File: config.mk
export PLATFORM = sky130hd
export DESIGN_NAME = fault_detect_checkpoint
export DESIGN_NICKNAME = d
export VERILOG_FILES = /design/src/rtl/ft_pkg.sv /design/src/rtl/stuck_at_tracker.sv /design/src/rtl/fault_detect_checkpoint.sv
export SDC_FILE = /design/constraint.sdc
export NUM_CORES = 1
export LEC_CHECK = 0
export CAP_MARGIN = 25
export CORE_MARGIN = 3
export CORE_UTILIZATION = 42
export DETAILED_ROUTE_END_ITERATION = 16
export HOLD_SLACK_MARGIN = 0.08
export PLACE_DENSITY = 0.83
export SYNTH_ARGS = -nofsm -noshare
export SYNTH_HDL_FRONTEND = slang
export SYNTH_HIERARCHICAL = 1
export SYNTH_SLANG_ARGS = --single-unit
File: constraint.sdc
create_clock -name clk -period 3.37 [get_ports clk]
set_input_delay 0.8425 -clock clk [delete_from_list [all_inputs] [get_ports clk]]
set_output_delay 0.8425 -clock clk [all_outputs]
set_load 0.05 [all_outputs]
File: src/rtl/ft_pkg.sv
// rtl/ft_pkg.sv - shared fault-tolerance constants, state encoding and decode helpers
package ft_pkg;

    typedef enum logic {
        ST_MONITOR = 1'b0,
        ST_FLAGGED = 1'b1
    } ft_state_t;

    // Bit positions inside the {reg_write, mem_write, mem_read, branch} bundle
    localparam int CTRL_REG_WRITE = 3;
    localparam int CTRL_MEM_WRITE = 2;
    localparam int CTRL_MEM_READ  = 1;
    localparam int CTRL_BRANCH    = 0;

    localparam logic [6:0] OP_REG    = 7'b0110011;
    localparam logic [6:0] OP_IMM    = 7'b0010011;
    localparam logic [6:0] OP_LOAD   = 7'b0000011;
    localparam logic [6:0] OP_STORE  = 7'b0100011;
    localparam logic [6:0] OP_BRANCH = 7'b1100011;
    localparam logic [6:0] OP_JAL    = 7'b1101111;
    localparam logic [6:0] OP_JALR   = 7'b1100111;
    localparam logic [6:0] OP_LUI    = 7'b0110111;
    localparam logic [6:0] OP_AUIPC  = 7'b0010111;
    localparam logic [6:0] OP_SYSTEM = 7'b1110011;

    function automatic logic is_legal_opcode(input logic [6:0] op);
        case (op)
            OP_REG, OP_IMM, OP_LOAD, OP_STORE, OP_BRANCH,
            OP_JAL, OP_JALR, OP_LUI, OP_AUIPC, OP_SYSTEM: return 1'b1;
            default:                                      return 1'b0;
        endcase
    endfunction

    // A memory op cannot both read and write, and a branch never touches memory
    function automatic logic is_invalid_ctrl(input logic [3:0] ctrl);
        return (ctrl[CTRL_MEM_READ] & ctrl[CTRL_MEM_WRITE])
             | (ctrl[CTRL_BRANCH] & (ctrl[CTRL_MEM_READ] | ctrl[CTRL_MEM_WRITE]));
    endfunction

endpackage

File: src/rtl/stuck_at_tracker.sv
// rtl/stuck_at_tracker.sv - saturating control-mismatch counter with threshold compare
module stuck_at_tracker #(
    parameter int STUCK_THRESH = 4
) (
    input  logic clk,
    input  logic reset,
    input  logic sample,
    input  logic mismatch,
    input  logic clear,
    output logic stuck
);

    logic [3:0] count_q;
    logic [3:0] count_next;

    // Freeze whenever sample is low; a sampled match restarts the run
    always_comb begin
        count_next = count_q;
        if (sample) begin
            if (mismatch) begin
                count_next = (count_q == 4'hf) ? 4'hf : count_q + 4'd1;
            end else begin
                count_next = 4'd0;
            end
        end
    end

    assign stuck = sample && (count_next >= 4'(STUCK_THRESH));

    always_ff @(posedge clk or negedge reset) begin
        if (!reset) begin
            count_q <= 4'd0;
        end else if (clear) begin
            count_q <= 4'd0;
        end else begin
            count_q <= count_next;
        end
    end

endmodule

File: src/rtl/fault_detect_checkpoint.sv
// rtl/fault_detect_checkpoint.sv - fault flag producer and committed-PC checkpoint
module fault_detect_checkpoint
    import ft_pkg::*;
#(
    parameter logic [31:0] RESET_PC     = 32'h0000_0000,
    parameter int          STUCK_THRESH = 4,
    parameter int          MAX_RETRY    = 3
) (
    input  logic        clk,
    input  logic        reset,
    input  logic        instr_valid,
    input  logic [6:0]  opcode,
    input  logic [3:0]  ctrl_obs,
    input  logic [3:0]  ctrl_exp,
    input  logic        commit,
    input  logic [31:0] pc_current,
    input  logic        recovery_done,
    output logic        illegal_opcode,
    output logic        invalid_control,
    output logic        stuck_at_fault,
    output logic [31:0] pc_saved,
    output logic        fault_pending,
    output logic [2:0]  retry_count
);

    ft_state_t state_q;
    ft_state_t state_next;

    logic sample;
    logic chk_illegal;
    logic chk_invalid;
    logic chk_minor;
    logic chk_escalate;
    logic chk_stuck;
    logic trk_stuck;
    logic fault;
    logic recover;
    logic clean_commit;

    assign sample       = (state_q == ST_MONITOR) && instr_valid;
    assign chk_illegal  = sample && !is_legal_opcode(opcode);
    assign chk_invalid  = sample && is_invalid_ctrl(ctrl_obs);
    assign chk_minor    = chk_illegal || chk_invalid;
    // Too many minor retries at one checkpoint means the hardware is not healing
    assign chk_escalate = chk_minor && !trk_stuck && (retry_count == 3'(MAX_RETRY));
    assign chk_stuck    = trk_stuck || chk_escalate;
    assign fault        = chk_minor || chk_stuck;
    assign recover      = (state_q == ST_FLAGGED) && recovery_done;
    assign clean_commit = (state_q == ST_MONITOR) && commit && !fault;

    stuck_at_tracker #(
        .STUCK_THRESH (STUCK_THRESH)
    ) u_tracker (
        .clk      (clk),
        .reset    (reset),
        .sample   (sample),
        .mismatch (ctrl_obs != ctrl_exp),
        .clear    (recover && stuck_at_fault),
        .stuck    (trk_stuck)
    );

    always_ff @(posedge clk or negedge reset) begin
        if (!reset) begin
            state_q <= ST_MONITOR;
        end else begin
            state_q <= state_next;
        end
    end

    always_comb begin
        state_next = state_q;
        case (state_q)
            ST_MONITOR: if (fault)         state_next = ST_FLAGGED;
            ST_FLAGGED: if (recovery_done) state_next = ST_MONITOR;
            default:                       state_next = ST_MONITOR;
        endcase
    end

    always_comb begin
        fault_pending = (state_q == ST_FLAGGED);
    end

    // Flags are levels for the recovery FSM: set together, cleared together
    always_ff @(posedge clk or negedge reset) begin
        if (!reset) begin
            illegal_opcode  <= 1'b0;
            invalid_control <= 1'b0;
            stuck_at_fault  <= 1'b0;
        end else if (fault) begin
            illegal_opcode  <= chk_illegal;
            invalid_control <= chk_invalid;
            stuck_at_fault  <= chk_stuck;
        end else if (recover) begin
            illegal_opcode  <= 1'b0;
            invalid_control <= 1'b0;
            stuck_at_fault  <= 1'b0;
        end
    end

    always_ff @(posedge clk or negedge reset) begin
        if (!reset) begin
            pc_saved    <= RESET_PC;
            retry_count <= 3'd0;
        end else if (clean_commit) begin
            pc_saved    <= pc_current;
            retry_count <= 3'd0;
        end else if (recover) begin
            if (stuck_at_fault) begin
                retry_count <= 3'd0;
            end else if (retry_count != 3'd7) begin
                retry_count <= retry_count + 3'd1;
            end
        end
    end

endmodule

==> out/metrics.cfg, run 1 <==
[timing]
rsz0062_at_grt = false
period_needed_ns = 2.84
tightest_slew_ns = 0.528
finalSetupViolCount = 0
fin_crit_sh = 0.844
tns_ns = 0
slew_headroom = 0.647
finalHoldViolCount = 0
report.final.slew_viol_count = 0
finClkSkew_ns = 0.00742
max_freq_mhz = 352
fin_hold_ws_ns = 0.359

[global_route]
grtUsageMet3 = 0.0567
grt_busiest_layer = met2
grt_util_met1 = 0.197
met2_usage = 0.254
grt_pass1_wl_um = 7580
grt_max_degree = 44
grt.total_usage = 0.157
grt_pass1_vias = 1600
grt_overflow = 0
antenna_found_initial = 0

[placement]
dpl.cell_count = 303
gp_congestion = 0.817
place_area_um2 = 3060
numPortBuffers = 90
dp_hpwl_um = 3350

[power]
switching_share = 0.453
power_frac_clock = 0.110
max-vdd-ir-drop_v = 0.000843
p_switching_mw = 1.44
sequentialPowerShare = 0.296
p_leak_nw = 1.43
p_comb_frac = 0.594
power.density_nw_per_um2 = 997
internal-power_mw = 1.73

[detailed_routing]
routed_wl_um = 4440
via_count = 1496
firstDrtPassIters = 4
drc = 0
wl_per_cell_um = 14.2
antenna_left = 0
drtIter0Drc = 89
vias_per_cell = 4.79

[setup_path]
path_max_fanout = 35
crit_type = in -> reg
arrival_ns = 3.01
end_kind = flip-flop
required_ns = 3.54
regToRegSetupSlack_ns = 0.79
worstSetupStartpointType = primary input
worstReg2RegEnd = pc_saved[18]
r2r_start = u_tracker/count_q[0]
reg2reg_depth = 8

[synthesis]
avgSynthCellArea_um2 = 14.0
yosysWarnings = 6
yosysSeqAreaShare = 0.517
synth_seq_cells = 43
ys_types = 37
syn_inst = 149
syn_nets = 205
syn_area_um2 = 2080

[cells_and_area]
layout-drive-gt1-share = 0.206
layout_commonest_cell = clkdlybuf4s50_1
ff_latch_area_um2 = 1080
layout_common_cells = clkdlybuf4s50_1 (89), dfrtp_1 (43), mux2_4 (27), nand2_1 (9)
multiInputGateArea_um2 = 950
finalNonFillerCells = 312
area_growth_pct = 52.5
final_nets = 302
num_antenna_cells = 0
design_area_um2 = 3180
fillers = 337

[die]
rows = 24
fp.dieH_um = 76.4
die_area_um2 = 5840
die_x_um = 76.4
start_util = 0.456
core_um2 = 4560
io_pins = 91

[run_status]
status = finished, final reports clean

[clock_network]
postCtsSetupRepairBufs = 0
cts_tree = yes
clk_pin_slew_worst_paths_ns = 0.08
clock_path_buffers = 2
clk_latency_ns = 0.29
htreeDepth = 2
cts_resized = 0
cts.sinks = 43
root_buffer = clkbuf_8
postCtsHoldBufs = 0
tritoncts.num_buffers = 5

[hold_path]
hold_class = in -> async

[job]
cap_violations = 0

==> sequential cells by signal, summed over array words and instances, names as in the netlist <==
register / flops
invalid_control: 1
stuck_at_fault: 1
retry_count: 3
u_tracker/count_q: 4
pc_saved: 32
fault_pending: 1
illegal_opcode: 1
==> worst max path at each step <==
| stage | start | endpoint | slack [ns] | cells after the start |
|---|---|---|---|---|
| final | ctrl_obs[2] | pc_saved[18] | 0.53 | 9 |
| after floorplan | ctrl_obs[2] | pc_saved[0] | 0.75 | 8 |
| after global routing | ctrl_obs[1] | pc_saved[19] | 0.44 | 9 |
| after global placement | ctrl_obs[0] | pc_saved[6] | 0.29 | 9 |
| after CTS | ctrl_obs[2] | pc_saved[18] | 0.52 | 9 |
| after detailed placement | ctrl_obs[2] | pc_saved[5] | 0.22 | 9 |
==> per-stage QoR <==
stage | total power [mW] | util | worst slack, ns
floorplan | 2.20 | - | 0.750
global route | 3.33 | 0.696 | 0.445
finish | 3.17 | 0.696 | 0.525
detailed placement | 2.84 | 0.670 | 0.217
CTS | 3.20 | 0.692 | 0.524
global placement | 2.80 | 0.670 | 0.286
==> cell type report <==
cell class,count,share of cell area
clock buffers,8,0.0315
repair buffers,94,0.299
flip-flops and latches,43,0.339
multi-input cells,97,0.299
inverters,5,0.00591
well taps,65,0.0256
==> critical path, cell delays in order <==
cell and delay, ns:
clkdlybuf4s50_1 0.50, xnor2_1 0.13, nand4_1 0.13, o311a_2 0.15, or3b_1 0.42, nor2_1 0.20
a2bb2oi_4 0.09, buf_12 0.20, mux2_4 0.32
==> power groups by stage <==
| stage | logic (mW) | clock network, mW | registers, mW |
|---|---|---|---|
| 2_1_floorplan | 0.480 | 0 | 1.72 |
| 3_3_place_gp | 1.87 | 0 | 0.935 |
| 3_5_place_dp | 1.90 | 0 | 0.940 |
| 4_1_cts | 1.90 | 0.359 | 0.941 |
| 5_1_grt | 1.97 | 0.385 | 0.974 |
| 6_report | 1.88 | 0.348 | 0.938 |
==> layer usage <==
metal	share of wire	wire length, um	up-vias
met3	0.072	322	6
met4	0.014	60	0
met5	0	0	-
met1	0.43	1910	711
met2	0.48	2150	55
li1	-	-	724
==> kinds of logic after synthesis <==
family	Yosys count	share of synthesized area
AND/OR/NAND/NOR	27	0.0739
buffers and inverters	9	0.0276
AO/OA/AOI/OAI	26	0.102
XOR/XNOR	6	0.0252
adder cells (fa/ha/maj)	5	0.0288
multiplexers	33	0.226
flip-flops	43	0.517
==> synth_stat cells <==
master	count	share of area
a2111oi_4	1	0.013
a211oi_1	1	0.0036
a211oi_2	1	0.0060
a21boi_0	1	0.0036
a21oi_1	7	0.017
a2bb2oi_4	1	0.013
a31o_1	1	0.0042
a31o_2	1	0.0042
and2_1	3	0.0090
and3_1	1	0.0030
and3_2	1	0.0036
and3_4	1	0.0054
and4b_1	1	0.0048
buf_2	1	0.0024
buf_6	3	0.016
dfrtp_1	43	0.52
ha_1	4	0.024
inv_1	5	0.0090
maj3_1	1	0.0048
mux2_2	5	0.027
mux2_4	27	0.19
mux2i_1	1	0.0048
nand2_1	9	0.016
nand2b_1	3	0.0090
nand3_1	1	0.0024
nand4_1	1	0.0030
nor2_1	3	0.0054
nor2b_1	1	0.0030
nor4bb_1	1	0.0048
o211ai_1	2	0.0072
o21a_1	1	0.0036
o21ai_0	7	0.017
o311a_2	1	0.0054
o31a_1	1	0.0042
or3b_1	1	0.0042
xnor2_1	5	0.021
xor2_1	1	0.0042
No activity file was read; power rests on OpenSTA's default activity.
==> inputs of run 2 (changes only) <==
- CORE_UTILIZATION: 42 -> 38
- PLACE_DENSITY: 0.83 -> 0.79
- clock period: 3.37 -> 2.3 ns (I/O delays scaled with it)
==> out/metrics.cfg, run 2 (same netlist as run 1, synthesis figures left out) <==
[cells_and_area]
multiInputGateArea_um2 = 972  ; +2.4%
design_area_um2 = 3390  ; +6.7%
largest_reg_flops = 32  ; unchanged
layout_common_cells = clkdlybuf4s50_1 (80), dfrtp_1 (42), mux2_4 (27), buf_4 (16)
layout_commonest_cell = clkdlybuf4s50_1
fillers = 410  ; +22%
layout-drive-gt1-share = 0.273  ; +0.0662
ff_latch_area_um2 = 1080  ; +0.12%
num_antenna_cells = 0  ; unchanged
regMostFlops = pc_saved
top_regs = pc_saved: 32 flops, u_tracker/count_q: 4 flops, retry_count: 3 flops
final_nets = 320  ; +6.0%
area_growth_pct = 62.7

[setup_path]
reg2reg_depth = 8  ; unchanged
end_kind = flip-flop
r2r_start = u_tracker/count_q[1]
worstSetupStartpointType = flip-flop
required_ns = 2.47  ; -1.07 ns
cp-endpoint = pc_saved[22]
path_max_fanout = 6  ; -83%
cp_slowest_stage_delay_ns = 0.41  ; -0.09 ns
regToRegSetupSlack_ns = -0.05  ; -0.84 ns
crit_chain = ha_2, xor2_1, o311a_4, or3b_4, nor2_4, a2bb2oi_4, clkbuf_16, mux2_4
crit_type = reg -> reg
arrival_ns = 2.52  ; -0.49 ns
slowest_stage = dfrtp_1
startpoint = u_tracker/count_q[1]
worstReg2RegEnd = pc_saved[22]

[run_status]
violations = setup timing
status = finished, violations left

[timing]
finalHoldViolCount = 0  ; unchanged
tightest_slew_ns = 0.528  ; +0.0000288 ns
finClkSkew_ns = 0.00361  ; -0.00381 ns
report.final.slew_viol_count = 0  ; unchanged
postLayoutSetupSlackWorst_ns = -0.0473  ; -0.573 ns
rsz0062_at_grt = true
slew_headroom = 0.647  ; about the same
max_freq_mhz = 426
finalSetupViolCount = 31  ; +31
period_needed_ns = 2.35
fin_crit_sh = 1.02

[global_route]
grt.total_usage = 0.165  ; +0.00800
grt_max_degree = 26  ; -41%
grt_pass1_vias = 1759  ; +9.9%
grt_pass1_wl_um = 8170  ; +7.7%
antenna_found_initial = 0  ; unchanged
grt_overflow = 0  ; unchanged

[power]
power.density_nw_per_um2 = 1420  ; +43%
max-vdd-ir-drop_v = 0.000946  ; +12%
power_mw = 4.83  ; +52%
p_leak_nw = 1.55  ; +9.0%

[clock_network]
htreeDepth = 2  ; unchanged
cts_tree = yes
cts.sinks = 43  ; unchanged
clock_path_buffers = 2  ; unchanged
root_buffer = clkbuf_8
clk_pin_slew_worst_paths_ns = 0.08  ; about the same
clk_latency_ns = 0.28  ; about the same
tritoncts.num_buffers = 5  ; unchanged
postCtsHoldBufs = 0  ; unchanged

[placement]
numPortBuffers = 90  ; unchanged
place_area_um2 = 3170  ; +3.8%
dp_hpwl_um = 3560  ; +6.3%
gp_congestion = 0.772  ; -5.5%

[die]
die_area_um2 = 6410  ; +9.7%
io_pins = 91  ; unchanged
start_util = 0.400  ; -0.0562
die_x_um = 80.0  ; +4.7%
core_um2 = 5200  ; +14%
fp.dieH_um = 80.0  ; +4.7%
rows = 26  ; +8.3%

[hold_path]
hold_class = in -> async

[detailed_routing]
routed_wl_um = 4890  ; +10%
via_count = 1601  ; +7.0%
drc = 0  ; unchanged
antenna_left = 0  ; unchanged
wl_per_cell_um = 14.6  ; +2.9%
drtIter0Drc = 27  ; -70%
firstDrtPassIters = 4  ; unchanged
vias_per_cell = 4.79  ; about the same

[job]
cap_violations = 0  ; unchanged

==> run 2: timing repair <==
action | in CTS | in global routing
pin swaps | 9 | 3
cloned | 3 | 1
setup endpoints to repair | 32 | 33
setup buffers | 2 | 2
resized for setup | 13 | 3
==> run 2: per-stage QoR <==
stage	hold WS [ns]	setup slack [ns]	util	TNS [ns]	cells
global route	0.228	-0.126	0.651	-3.65	334
CTS	0.219	-0.112	0.648	-3.13	331
floorplan	0.279	0.0139	-	0	149
finish	0.212	-0.0473	0.651	-1.04	334
global placement	0.491	-0.386	0.609	-12.75	319
detailed placement	0.495	-0.432	0.609	-13.91	319
==> run 2: worst min-delay path by stage <==
stage                     to  depth (start not counted)
5_1_grt         pc_saved[30]                          1
2_1_floorplan  fault_pending                          0
4_1_cts          pc_saved[0]                          1
3_3_place_gp    pc_saved[13]                          1
3_5_place_dp     pc_saved[2]                          1
6_report         pc_saved[0]                          1
==> run 2: layout make-up <==
type / count / area share
Clock inverter: 1 / 0.00886
Clock buffer: 6 / 0.0214
Timing Repair Buffer: 112 / 0.334
Tap cell: 70 / 0.0258
Multi-Input combinational cell: 97 / 0.287
Sequential cell: 43 / 0.318
Inverter: 5 / 0.00554
==> run 2: routing by layer <==
metal,track usage,part of all wire
met5,0,0
met4,0.0355,0.0039
met3,0.0576,0.070
met2,0.288,0.50
met1,0.195,0.42
==> run 2: report_power, final <==
| part | internal [mW] | switching, mW | total (mW) |
|---|---|---|---|
| Sequential | 1.12 | 0.259 | 1.38 |
| Clock | 0.318 | 0.236 | 0.555 |
| Combinational | 1.24 | 1.65 | 2.89 |
==> run 2: worst max-delay path: cells and delay by family (launching register included) <==
family | cells | cell delay [ns]
AND/OR/NAND/NOR | 2 | 0.52
AO/OA/AOI/OAI | 2 | 0.44
flip-flops | 1 | 0.41
multiplexers | 1 | 0.29
buffers and inverters | 1 | 0.21
adder cells (fa/ha/maj) | 1 | 0.20
XOR/XNOR | 1 | 0.15
